==> src/rtl/alarm_ctrl.sv <==
// Alarm state machine: compares decoded time against a stored alarm and drives ring/beep/snooze outputs.
// Optional ring auto-stop is compiled in with `define ALARM_CTRL_AUTO_STOP_EN.
module alarm_ctrl #(
    parameter int unsigned SNOOZE_SEC       = 300,
    parameter int unsigned MAX_SNOOZE       = 3,
    parameter int unsigned RING_TIMEOUT_SEC = 600,
    parameter int unsigned ALARM_HOUR_RST   = 7,
    parameter int unsigned ALARM_MIN_RST    = 0,
    localparam int unsigned SL_W = $clog2(SNOOZE_SEC + 1)
) (
    input  logic            clk_i,
    input  logic            rst_n_i,
    input  logic [4:0]      hour_i,
    input  logic [5:0]      min_i,
    input  logic [5:0]      sec_i,
    input  logic            last_tick_i,
    input  logic [4:0]      alarm_hour_i,
    input  logic [5:0]      alarm_min_i,
    input  logic            alarm_set_en_i,
    input  logic            arm_toggle_i,
    input  logic            stop_i,
    input  logic            snooze_i,
    output logic [4:0]      alarm_hour_o,
    output logic [5:0]      alarm_min_o,
    output logic            armed_o,
    output logic            ringing_o,
    output logic            snoozed_o,
    output logic            beep_o,
    output logic [SL_W-1:0] snooze_left_o
);

    localparam int unsigned SU_W = $clog2(MAX_SNOOZE + 1);

    localparam logic [1:0] S_IDLE   = 2'd0;
    localparam logic [1:0] S_ARMED  = 2'd1;
    localparam logic [1:0] S_RING   = 2'd2;
    localparam logic [1:0] S_SNOOZE = 2'd3;

    if (SNOOZE_SEC < 1 || MAX_SNOOZE < 1 || RING_TIMEOUT_SEC < 1 ||
        ALARM_HOUR_RST > 23 || ALARM_MIN_RST > 59) begin : g_param_chk
        $error("alarm_ctrl: parameter out of range");
    end

    logic [1:0]      state_q, state_d;
    logic [4:0]      alarm_hour_q;
    logic [5:0]      alarm_min_q;
    logic            match_q, match, trigger;
    logic            beep_q, beep_d;
    logic [SL_W-1:0] snooze_left_q, snooze_left_d;
    logic [SU_W-1:0] snooze_used_q, snooze_used_d;
`ifdef ALARM_CTRL_AUTO_STOP_EN
    localparam int unsigned RC_W = $clog2(RING_TIMEOUT_SEC + 1);
    logic [RC_W-1:0] ring_cnt_q, ring_cnt_d;
`endif

    // Edge-detect the match so one alarm second fires at most once.
    assign match   = (hour_i == alarm_hour_q) && (min_i == alarm_min_q) && (sec_i == 6'd0);
    assign trigger = match && !match_q;

    always_comb begin
        state_d       = state_q;
        beep_d        = beep_q;
        snooze_left_d = snooze_left_q;
        snooze_used_d = snooze_used_q;
`ifdef ALARM_CTRL_AUTO_STOP_EN
        ring_cnt_d    = ring_cnt_q;
`endif
        case (state_q)
            S_IDLE: begin
                if (arm_toggle_i) state_d = S_ARMED;
            end
            S_ARMED: begin
                if (arm_toggle_i) begin
                    state_d = S_IDLE;
                end else if (trigger) begin
                    state_d       = S_RING;
                    snooze_used_d = '0;
                    beep_d        = 1'b1;
`ifdef ALARM_CTRL_AUTO_STOP_EN
                    ring_cnt_d    = '0;
`endif
                end
            end
            S_RING: begin
                if (arm_toggle_i) begin
                    state_d = S_IDLE;
                end else if (stop_i) begin
                    state_d = S_ARMED;
                end else if (snooze_i) begin
                    if (snooze_used_q < SU_W'(MAX_SNOOZE)) begin
                        state_d       = S_SNOOZE;
                        snooze_left_d = SL_W'(SNOOZE_SEC);
                        snooze_used_d = snooze_used_q + SU_W'(1);
                    end else begin
                        state_d = S_ARMED;
                    end
                end else if (last_tick_i) begin
                    beep_d = ~beep_q;
`ifdef ALARM_CTRL_AUTO_STOP_EN
                    if (ring_cnt_q == RC_W'(RING_TIMEOUT_SEC - 1)) begin
                        state_d    = S_ARMED;
                        ring_cnt_d = '0;
                    end else begin
                        ring_cnt_d = ring_cnt_q + RC_W'(1);
                    end
`endif
                end
            end
            S_SNOOZE: begin
                if (arm_toggle_i) begin
                    state_d = S_IDLE;
                end else if (stop_i) begin
                    state_d = S_ARMED;
                end else if (last_tick_i) begin
                    if (snooze_left_q == SL_W'(1)) begin
                        state_d    = S_RING;
                        beep_d     = 1'b1;
`ifdef ALARM_CTRL_AUTO_STOP_EN
                        ring_cnt_d = '0;
`endif
                    end else if (snooze_left_q != '0) begin
                        snooze_left_d = snooze_left_q - SL_W'(1);
                    end
                end
            end
            default: state_d = S_IDLE;
        endcase
        // Gate outputs by the next state so every exit path clears them.
        if (state_d != S_RING)   beep_d        = 1'b0;
        if (state_d != S_SNOOZE) snooze_left_d = '0;
    end

    always_ff @(posedge clk_i or negedge rst_n_i) begin
        if (!rst_n_i) begin
            state_q       <= S_IDLE;
            alarm_hour_q  <= 5'(ALARM_HOUR_RST);
            alarm_min_q   <= 6'(ALARM_MIN_RST);
            match_q       <= 1'b0;
            beep_q        <= 1'b0;
            snooze_left_q <= '0;
            snooze_used_q <= '0;
`ifdef ALARM_CTRL_AUTO_STOP_EN
            ring_cnt_q    <= '0;
`endif
        end else begin
            state_q       <= state_d;
            match_q       <= match;
            beep_q        <= beep_d;
            snooze_left_q <= snooze_left_d;
            snooze_used_q <= snooze_used_d;
`ifdef ALARM_CTRL_AUTO_STOP_EN
            ring_cnt_q    <= ring_cnt_d;
`endif
            // An out-of-range field rejects the whole load.
            if (alarm_set_en_i && alarm_hour_i <= 5'd23 && alarm_min_i <= 6'd59) begin
                alarm_hour_q <= alarm_hour_i;
                alarm_min_q  <= alarm_min_i;
            end
        end
    end

    assign alarm_hour_o  = alarm_hour_q;
    assign alarm_min_o   = alarm_min_q;
    assign armed_o       = (state_q != S_IDLE);
    assign ringing_o     = (state_q == S_RING);
    assign snoozed_o     = (state_q == S_SNOOZE);
    assign beep_o        = beep_q;
    assign snooze_left_o = snooze_left_q;

endmodule

==> config.mk <==
export PLATFORM = sky130hd
export DESIGN_NAME = alarm_ctrl
export DESIGN_NICKNAME = d
export VERILOG_FILES = /design/src/rtl/alarm_ctrl.sv
export SDC_FILE = /design/constraint.sdc
export NUM_CORES = 1
export LEC_CHECK = 0
export BUFFER_PORTS_ARGS = -buffer_cell sky130_fd_sc_hd__buf_2
export CAP_MARGIN = 0
export CORE_MARGIN = 2
export CORE_UTILIZATION = 46
export CTS_BUF_LIST = sky130_fd_sc_hd__clkbuf_8
export DETAILED_ROUTE_END_ITERATION = 8
export PLACE_DENSITY = 0.89
export SYNTH_ARGS = -nofsm -noshare
export SYNTH_HDL_FRONTEND = slang
export SYNTH_SLANG_ARGS = --single-unit
==> constraint.sdc <==
create_clock -name clk_i -period 2.35 [get_ports clk_i]
set_clock_uncertainty 0.15 [all_clocks]
set_input_delay 0.705 -clock clk_i [delete_from_list [all_inputs] [get_ports clk_i]]
set_output_delay 0.705 -clock clk_i [all_outputs]
set_load 0.05 [all_outputs]
# Word-level counts from Yosys, hierarchy flattened
# Cells that the tools add are included.
dict set report totals {
  latchBits 0
  mem_bits_ro 0
  regBits 26
  memories 0
  ram_bits 0
}
dict set report classes {
  multipliers 0
  magnitude_cmp 3
  eq_ne 33
  n_div 0
  bitwise 1
  mux 42
  n_shift 0
  n_addsub 2
  n_reduce_logical 16
}
# cell count
set ops {}
lappend ops {{$mux W9} 10}
lappend ops {{$ne A3 B2 Y1 const B} 14}
lappend ops {{$mux W2} 17}
lappend ops {{$pmux W9 S2} 1}
lappend ops {{$ne A2 B2 Y1 const B} 7}
lappend ops {{$mux W1} 11}
lappend ops {{$reduce_and A11 Y1} 1}
lappend ops {{$reduce_and A10 Y1} 1}
lappend ops {{$eq A9 B1 Y1 const B} 1}
lappend ops {{$ne A3 B1 Y1 const B} 3}
lappend ops {{$reduce_bool A9 Y1} 1}
lappend ops {{$sub A9 B1 Y9 const B} 1}
lappend ops {{$pmux W2 S4} 1}
lappend ops {{$reduce_and A7 Y1} 1}
lappend ops {{$eq A6 B6 Y1} 1}
lappend ops {{$le A6 B6 Y1 const B} 1}
lappend ops {{$logic_not A6 Y1} 1}
lappend ops {{$ne A3 B3 Y1 const B} 2}
lappend ops {{$eq A5 B5 Y1} 1}
lappend ops {{$le A5 B5 Y1 const B} 1}
lappend ops {{$logic_and A1 B1 Y1} 5}
lappend ops {{$eq A2 B2 Y1 const B} 2}
lappend ops {{$pmux W2 S2} 1}
lappend ops {{$reduce_bool A2 Y1} 2}
lappend ops {{other kinds (10)} 10}

# Depth between registers and ports, before layout
# Gate-level depths: netlist of run 1.
dict set report depth {
  word_depth 10
  mapped_depth 7
  depth_no_buf 7
}

# Worst setup path after synthesis of run 1
# Ideal clock, no wire load.
dict set report synth_timing {
  path_kind {flip-flop to flip-flop}
  from {register snooze_left_q[1], in the netlist snooze_left_o[1]}
  to {register snooze_left_q[1], in the netlist snooze_left_o[1]}
  path_slack_ns -0.226
  setup_ns 0.104
  arrival_time_ns 2.323
  path_buffers 0
  period_less_slack_ns 2.576
  stages_incl_launch_ff 8
  path_cell_list {dfrtp_1 > inv_1 > ha_1 > or2_2 > a31o_2 > a21o_1 > or3_1 > a221oi_1}
}
dict set report synth_via {
  elab_chain_cells 9
  elab_cells_between_ends 27
  classes_between {add/sub (1); eq/ne (11); mux (12); reduce/logical (3)}
}
# item line
set synth_rtl {}
lappend synth_rtl {{from (decl)} 49} ;# logic [SL_W-1:0] snooze_left_q, snooze_left_d;
lappend synth_rtl {{from (signal assigned)} 149} ;# snooze_left_q <= snooze_left_d;
lappend synth_rtl {{$eq A9 B1 Y1} 115} ;# if (snooze_left_q == SL_W'(1)) begin
lappend synth_rtl {{$mux W2} 115}
lappend synth_rtl {{$mux W2} 114} ;# end else if (last_tick_i) begin
lappend synth_rtl {{$mux W2} 112} ;# end else if (stop_i) begin
lappend synth_rtl {{$mux W2} 110} ;# if (arm_toggle_i) begin
lappend synth_rtl {{$pmux W2 S4} 68} ;# case (state_q)
lappend synth_rtl {{$ne A2 B2 Y1} 130} ;# if (state_d != S_SNOOZE) snooze_left_d = '0;
lappend synth_rtl {{$ne A3 B1 Y1 (no source line) (tied with other cells)} n/a}
lappend synth_rtl {{$reduce_and A10 Y1 (no source line)} n/a}
# Parallel ways exist; a longest one is shown, timed or not. The select of a mux whose other input is x is not followed.
# A chain may end at the register's enable or synchronous reset.

# Worst setup path in the final report of run 1
dict set report layout_timing {
  from {input sec_i[0]}
  to {register snooze_left_q[6], in the netlist snooze_left_o[6]}
}
dict set report layout_via {
  elab_chain_cells 9
  elab_cells_between_ends 19
  classes_between {eq/ne (10); mux (4); reduce/logical (5)}
}
# item line
set layout_rtl {}
lappend layout_rtl {{from (decl)} 15} ;# input logic [5:0] sec_i,
lappend layout_rtl {{$logic_not A6 Y1 (*)} 57} ;# assign match = (hour_i == alarm_hour_q) && (min_i == alarm_min_q) && (sec_i == 6'd0);
lappend layout_rtl {{$logic_and A1 B1 Y1 (*)} 57}
lappend layout_rtl {{$logic_and A1 B1 Y1 (*)} 58} ;# assign trigger = match && !match_q;
lappend layout_rtl {{$mux W2 (*)} 75} ;# end else if (trigger) begin
lappend layout_rtl {{$mux W2 (*)} 73} ;# if (arm_toggle_i) begin
lappend layout_rtl {{$pmux W2 S4 (*)} 68}
lappend layout_rtl {{$ne A2 B2 Y1 (*)} 130}
lappend layout_rtl {{$ne A3 B1 Y1 (no source line) (tied with other cells)} n/a}
lappend layout_rtl {{$reduce_and A10 Y1 (no source line)} n/a}
# Every way passes the cells marked *; elsewhere a longest branch is shown, timed or not.

==> results list, run 1 <==
- After synthesis, the largest area contributor takes up 34.8% of total cell area.
- The number of nets handed over by synthesis was 207.
* Max-cap violations: 0
* Dominant cells by area after synthesis: sky130_fd_sc_hd__dfrtp_1 35%, sky130_fd_sc_hd__mux2_2 6.1%, sky130_fd_sc_hd__dfstp_2 4.8%, sky130_fd_sc_hd__xnor2_1 3.7%, sky130_fd_sc_hd__a211oi_1 3.6%
- Signal routing reaches up to met4.
- Counting flops with a built-in enable in the synthesized netlist gives 0.
* Routed met3 length: 257 um
* Number of non-filler instances in the completed layout: 282
- Fin. max-slew vios: 0
- For this design the top-level I/O count stands at 59.
- Clock transition at path regs: 0.09 ns
- Dominant combinational cell family by area after synthesis: compound AO/OA/AOI/OAI gates
- Detailed routing placed a total of 1.76 mm of wire on met2.
- Peak ir drop on the vdd network: 398 uV
- STA classifies the critical path endpoint as a flop.
- Adder-Cell Fraction of Synth Area: 3.03%
- Slack of the worst reg-to-reg path: 0.08 ns
* Number of clock buffers inserted by TritonCTS: 3
- Registers are responsible for 40.8% of the overall power.
* Reported leakage power: 0.986 nW
- Distinct cell type count of the synthesized netlist: 48
* Number of cells after detailed placement: 278
- The run finished with clean final reports.
- Pin count of the biggest net entering global routing: 27
- Die footprint: 0.00409 mm2
- Among cell families on the critical path, the largest total delay comes from simple AND/OR/NAND/NOR gates.
- Traced cell by cell, the critical path runs through buf_2 -> or4_4 -> or4_4 -> o31ai_4 -> buf_12 -> a221oi_1.
* FF-to-FF Start: snooze_left_o[1]$_DFFE_PN0P_
- At the pin with the least slew margin, the transition time is 0.555 ns.
- In this run the worst hold path is classified as in -> async.
- In this run switching power makes up 36.5% of total power.
- At the later pin of the worst-skew pair, clock insertion delay measures 0.27 ns.
- Portion of netlist area occupied by mux cells: 6.74%
- Global-route wire length before repair: 6.20 mm
* Internal Dissipation: 828 uW
- Horizontal extent of the die: 63.9 um
- After detailed placement, the total cell area comes to 0.00207 mm2.
- The floorplan step set the die height to 63.9 um.
* Final GP Congestion: 0.772
- Leaving out fill and tap cells, the most frequent cell in the layout is sky130_fd_sc_hd__buf_2.
- Net count, final: 276
- Via/cell ratio: 5.39
* Count of port buffers added during placement: 58
* Total Negative Setup Slacks: 0 ns
* Comb pwr share: 37.2%
- The number of antenna diodes in the final layout is 0.
- In this run the worst setup path begins at sec_i[0].
- Measured against its own limit, the worst slew margin works out to 63.0%.
* Antenna violations before repair: 0
- Across every metal layer, demand over resource in global routing totals 18.8%.
- For this design the total switching power over the nets is 476 uW.
- After layout, the minimum clock period comes to 2.31 ns.
* Fraction of final layout cells with drive strength greater than 1: 42.8%
- Post-synthesis register bit count: 26
* Register area share after synthesis: 39.6%
* Slowest cell delay on critical path: 0.53 ns
- Summing over every cut layer, the via total after detailed routing is 1520.
- Core Region: 0.00339 mm2
- Based on the critical path, the design can be clocked at up to 432 MHz.
- Along the worst path, the maximum fanout reaches 12.
- For this configuration, the core starts out at a cell density of 48.8%.
- Syn Std Cell Area: 0.00165 mm2
- Synthesis handed over a netlist of 168 instances.
- Number of global-route vias before repair: 1453
- After synthesis, the mean cell area works out to 9.84 um2.
* Relative contribution of the clock network to total power: 22.0%
- The initialized floorplan defines 21 standard-cell rows.
- Number of iterations in the first detailed-routing pass: 4
- Total clock sinks: 26
- Power per standard cell area: 610 mW/mm2
- After legalization and detailed placement, the total HPWL measured 3.04 mm.
* Drc violations: 0
- Worst Reg2Reg Path Length in Cells: 7
* Fin crit share: 98.5%
- Most common flop cell mapped by yosys: sky130_fd_sc_hd__dfrtp_1
- Endpoint required time on the critical path: 2.34 ns
* Total setup violations reported at the end of the flow: 0
* Post-synthesis share of cell area spent on and, or, nand and nor gates: 18.7%
- Cell with the largest stage delay on the worst path: sky130_fd_sc_hd__or4_4
* Largest buffer count on any clock path: 2
- Crit path DAT: 2.31 ns
- Global route overflow: 0
* Final wirelength: 3.69 mm
- The count of final hold-check violations is 0.
- DR iter-0 viols: 128
* CTS tree: done
* Worst reg2reg path endpoint: snooze_left_o[1]$_DFFE_PN0P_
- In the final routed layout, each cell accounts on average for 13.1 um.
* Yosys Warn Count: 0
* Post-CTS Hold Fix Bufs: 0
* H-Tree Depth: 1
- Summing the areas of all compound-gate instances in the mapped netlist gives 22.9% of the synthesized area.
- Critical path startpoint category: primary input
* Library cell occupying the most area in the post-synthesis netlist: sky130_fd_sc_hd__dfrtp_1
* Clock tree root buffer cell: sky130_fd_sc_hd__clkbuf_8
* Highest-count cells in the layout ignoring fill and taps: 58 x sky130_fd_sc_hd__buf_2, 21 x sky130_fd_sc_hd__dfrtp_1, 11 x sky130_fd_sc_hd__inv_1, 11 x sky130_fd_sc_hd__nor2_1, 10 x sky130_fd_sc_hd__buf_4
- Post-Route M1 WL: 1.66 mm
- Fin util: 63.1%
- Number of buffer and inverter stages on the critical path: 2
- Total power: 1.30 mW
- Final std cell area, no fill: 0.00214 mm2
- Async SR Flop Fraction: 100%
- CP most frequent cell: sky130_fd_sc_hd__or4_4
- Type of the worst setup path: in -> reg
- Synthesized-area fraction occupied by xor and xnor cells: 4.24%
- In this run the remaining antenna-violating nets after routing total 0.
* Area growth, synth to finish: 29.4%
==> state kept, by name (all words and copies together) (netlist names) <==
name and count:
beep_o 1, alarm_hour_o 5, snooze_used_q 2, state_q 2
snooze_left_o 9, match_q 1, alarm_min_o 6
==> cell type report <==
type	instances	area [um2]
repair buffers	70	397
flip-flops and latches	26	657
well taps	46	57.6
clock buffers	4	55.1
multi-input cells	125	931
fillers	259	1250
inverters	11	41.3
==> power groups by stage <==
| stage | clock network (mW) | logic (mW) | registers (mW) |
|---|---|---|---|
| 2_1_floorplan | 0 | 0.251 | 0.630 |
| 3_3_place_gp | 0 | 0.479 | 0.537 |
| 3_5_place_dp | 0 | 0.487 | 0.540 |
| 4_1_cts | 0.290 | 0.489 | 0.532 |
| 5_1_grt | 0.303 | 0.521 | 0.539 |
| 6_report | 0.287 | 0.485 | 0.532 |
==> layer usage <==
layer	vias to the layer above	GRT usage [%]
li1	763	-
met1	689	25.3
met2	66	31.4
met3	2	2.29
met4	0	6.25
met5	-	0
==> how the worst max path moves through the flow <==
stage	slack [ns]	to	depth (start not counted)
6_report	0.04	snooze_left_o[6]$_DFFE_PN0P_	6
5_1_grt	-0.01	snooze_left_o[1]$_DFFE_PN0P_	7
4_1_cts	0.04	beep_o$_DFFE_PN0P_	6
3_5_place_dp	-0.24	beep_o$_DFFE_PN0P_	6
3_3_place_gp	-0.22	beep_o$_DFFE_PN0P_	6
2_1_floorplan	-0.09	snooze_left_o[0]$_DFFE_PN0P_	5
==> per-stage QoR <==
stage	hold WS, ns	setup slack, ns
finish	0.270	0.0362
global route	0.319	-0.0111
CTS	0.290	0.0362
detailed placement	0.384	-0.242
global placement	0.377	-0.217
floorplan	0.259	-0.0885
==> cell families after synthesis <==
family	count (synthesis)
muxes	10
DFF	26
buffers and inverters	17
and+or+nand+nor	55
AOI/OAI and AO/OA	48
xor gates and xnor gates	8
adders and majority gates	4
==> repair_timing <==
item,in CTS,in global routing
endpoints found under the setup margin,0,2
resized for setup,0,3
buffers inserted,0,0
==> cell usage after synthesis (2+ instances only) <==
library cell,instances
sky130_fd_sc_hd__dfrtp_1,23
sky130_fd_sc_hd__a221oi_1,2
sky130_fd_sc_hd__a22oi_1,2
sky130_fd_sc_hd__a31oi_1,3
sky130_fd_sc_hd__inv_1,11
sky130_fd_sc_hd__nor2b_1,2
sky130_fd_sc_hd__buf_4,2
sky130_fd_sc_hd__or2_2,3
sky130_fd_sc_hd__mux2_2,9
sky130_fd_sc_hd__a21o_1,3
sky130_fd_sc_hd__nor3_1,4
sky130_fd_sc_hd__o22a_1,3
sky130_fd_sc_hd__or3_1,6
sky130_fd_sc_hd__nor4_1,3
sky130_fd_sc_hd__ha_1,4
sky130_fd_sc_hd__dfstp_2,3
sky130_fd_sc_hd__nand2b_1,4
sky130_fd_sc_hd__or4_4,2
sky130_fd_sc_hd__o21ai_0,4
sky130_fd_sc_hd__nor3b_1,3
sky130_fd_sc_hd__a211oi_1,8
sky130_fd_sc_hd__nand2_1,9
sky130_fd_sc_hd__clkbuf_1,3
sky130_fd_sc_hd__nor2_1,11
sky130_fd_sc_hd__a21oi_1,9
sky130_fd_sc_hd__xnor2_1,7
sky130_fd_sc_hd__nand3_1,4
No activity file was read; power rests on OpenSTA's default activity.
==> run 2: changes to the inputs <==
- BUFFER_PORTS_ARGS: -buffer_cell sky130_fd_sc_hd__buf_2 -> -buffer_cell sky130_fd_sc_hd__clkbuf_2
==> run 2 against run 1 <==
  * Wire length grew 12%
  * Clock-buffer cell count down 1
  * Via count increased by 3.5%
  * Worst setup slack better by 0.0058 ns
  * Fmax up 0.25%
  * Largest cell class unchanged
  * Sequential power about the same
  * Global-route usage rose by 2.0 points
  * Register-to-register slack hardly changed
  * Flip-flop and latch count unchanged
  * Design area up 0.47%
  * Clock power up 29%
  * Highest routed layer unchanged
==> results list, run 2 (synthesis gave the netlist of run 1 again) <==
* Status: finished, final reports clean
- The row count came to 21 (unchanged).
* Family with the most delay on the worst path: simple AND/OR/NAND/NOR gates
- # diodes: 0 (unchanged)
- Initial standard-cell utilization of the core: 48.8% (unchanged)
* Drc violations: 0 (unchanged)
* Global-route wire length before repair: 6.81 mm (+9.8%)
* DR iter-0 viols: 109 (-15%)
* FF-to-FF Start: snooze_left_o[1]$_DFFE_PN0P_
- Power per standard cell area: 651 mW/mm2 (+6.7%)
* Number of iterations in the first detailed-routing pass: 4 (unchanged)
* Horizontal extent of the die: 63.9 um (unchanged)
* Number of clock buffers inserted by TritonCTS: 3 (unchanged)
- The average wire length per cell after detail routing was 14.6 um (+12%).
- The depth of the worst register-to-register path is 7 (unchanged).
- RSZ-0062 raised after global routing: false
- Kind of end point of the critical path: flop
- WHS: 0.290 ns (+0.0197 ns)
- The count of final hold-check violations came to 0 (unchanged).
- The insertion delay of the later-clocked pin in the worst-skew pair came to 0.27 ns (about the same).
* Max FFs per register: 9 (unchanged)
* Total setup violations reported at the end of the flow: 0 (unchanged)
* Worst reg2reg path endpoint: snooze_left_o[1]$_DFFE_PN0P_
- TritonCTS built the clock tree.
- The residual overflow from global routing is 0 (unchanged).
- Via/cell ratio: 5.58 (+3.5%)
- Final wirelength: 4.13 mm (+12%)
* Type of the worst setup path: in -> reg
* Net count, final: 276 (unchanged)
- Endpoint required time on the critical path: 2.39 ns (+0.05 ns)
- The number of global-route vias before repair is 1540 (+6.0%).
* Fill cells: 290 (+12%)
- Smallest setup slack after layout: 0.0421 ns (+0.00585 ns)
- Critical path startpoint category: primary input
* Achievable clock frequency: 433 MHz (+0.25%)
* Slack of the worst reg-to-reg path: 0.07 ns (about the same)
* Final period demand of the worst path: 2.31 ns (-0.00585 ns)
- The die area came to 0.00409 mm2 (unchanged).
* Worst slack at placement: -0.238 ns (+0.00353 ns)
* Global router's overall resource usage: 20.9% (+2.0 points)
* Highest-count cells in the layout ignoring fill and taps: 57 x sky130_fd_sc_hd__clkbuf_2, 21 x sky130_fd_sc_hd__dfrtp_1, 11 x sky130_fd_sc_hd__inv_1, 11 x sky130_fd_sc_hd__nor2_1, 11 x sky130_fd_sc_hd__buf_4
* Worst rel slew slack: 57.3% (-5.7 points)
- The number of nets still failing antenna checks after routing came to 0 (unchanged).
- In this run the clock root is driven by a sky130_fd_sc_hd__clkbuf_8.
- Fin crit share: 98.2% (-0.25 points)
- From synthesis to final layout, the design area changed by 30.0%.
* Largest buffer count on any clock path: 2 (unchanged)
- Antenna violations before repair: 0 (unchanged)
- Max-cap violations: 0 (unchanged)
- Vias: 1573 (+3.5%)
- Slowest cell delay on critical path: 0.53 ns (about the same)
- The total number of clock tree sinks is 26 (unchanged).
- Most common cell after layout, fill and taps aside: sky130_fd_sc_hd__clkbuf_2
- Final GP Congestion: 0.778 (+0.74%)
- Core Region: 0.00339 mm2 (unchanged)
* Crit path DAT: 2.35 ns (+0.04 ns)
- The reported leakage power was 0.990 nW (+0.37%).
* Placed wire-length estimate: 3.37 mm (+11%)
- Number of buffer and inverter stages on the critical path: 2 (unchanged)
- The biggest fanout along the worst timing path came to 2 (-10).
- The die height was 63.9 um (unchanged).
- CP most frequent cell: sky130_fd_sc_hd__or4_4
- Count of port buffers added during placement: 58 (unchanged)
- Cell breakdown of the critical path: clkbuf_2 -> or4_4 -> or4_4 -> buf_4 -> o31a_2 -> a211oi_2
* Fraction of final layout cells with drive strength greater than 1: 42.8% (unchanged)
- Path class of the lowest-slack min-delay path: in -> async
- The clock slew seen by the registers of the worst setup and hold paths is 0.09 ns (about the same).
- The maximum number of pins on one net before global-route repair is 27 (unchanged).
* Peak ir drop on the vdd network: 521 uV (+31%)
- On the critical path, the stage with the largest delay is an instance of sky130_fd_sc_hd__or4_4.
- Fin. max-slew vios: 0 (unchanged)
* Total power: 1.40 mW (+7.2%)
* H-Tree Depth: 1 (unchanged)
* Top-level port count: 59 (unchanged)
* Worst-margin pin slew: 0.640 ns (+0.0857 ns)
## run 2: cell type report
cell class | instances | area, um2 | share of cell area [%]
Multi-Input combinational cell | 125 | 928 | 43.2
Inverter | 11 | 41.3 | 1.92
Sequential cell | 26 | 657 | 30.6
Timing Repair Buffer | 70 | 393 | 18.3
Clock inverter | 1 | 30.0 | 1.40
Tap cell | 46 | 57.6 | 2.68
Clock buffer | 3 | 41.3 | 1.92
## run 2: worst max path at each step
stage | cells past startpoint | slack (ns) | end | from
after floorplan | 5 | -0.09 | snooze_left_o[0]$_DFFE_PN0P_ | sec_i[0]
after global placement | 6 | -0.20 | beep_o$_DFFE_PN0P_ | sec_i[0]
after detailed placement | 6 | -0.24 | state_q[0]$_DFF_PN0_ | sec_i[0]
after CTS | 7 | 0.03 | snooze_left_o[1]$_DFFE_PN0P_ | snooze_left_o[1]$_DFFE_PN0P_
after global routing | 7 | 0.006 | snooze_left_o[1]$_DFFE_PN0P_ | snooze_left_o[0]$_DFFE_PN0P_
final | 6 | 0.04 | beep_o$_DFFE_PN0P_ | sec_i[0]
## run 2: where the power goes
group / switching (mW) / internal (mW) / total [mW]
clock network: 0.141 / 0.228 / 0.369
logic: 0.307 / 0.188 / 0.495
registers: 0.0461 / 0.489 / 0.535
total: 0.494 / 0.904 / 1.40
## run 2: repair_timing
| item | in CTS | in global routing |
|---|---|---|
| setup endpoints to repair | 0 | 2 |
| hold buffers | 0 | 0 |
| resized for setup | 0 | 3 |
| buffers inserted | 0 | 1 |
## run 2: stage by stage
| step | instances | area (um2) | util (%) | TNS [ns] |
|---|---|---|---|---|
| floorplan | 168 | 1660 | - | -0.892 |
| global placement | 277 | 2060 | 60.8 | -2.21 |
| detailed placement | 277 | 2060 | 60.8 | -2.82 |
| CTS | 281 | 2130 | 62.9 | 0 |
| global route | 282 | 2150 | 63.4 | 0 |
| finish | 282 | 2150 | 63.4 | 0 |
## run 2: metal layers
metal	track usage, %	share of wire [%]	up-vias
li1	-	-	762
met1	26.7	42	726
met2	36.3	50	83
met3	3.17	7.8	2
met4	5.98	0.34	0
met5	0	0	-
## run 2: worst reg2reg max path, stage by stage (launching register included)
cell                       delay, ns
sky130_fd_sc_hd__dfrtp_2        0.39
sky130_fd_sc_hd__inv_1          0.08
sky130_fd_sc_hd__ha_1           0.20
sky130_fd_sc_hd__or2_2          0.33
sky130_fd_sc_hd__a31o_2         0.27
sky130_fd_sc_hd__a21o_1         0.18
sky130_fd_sc_hd__or3_1          0.35
sky130_fd_sc_hd__a221oi_2       0.25
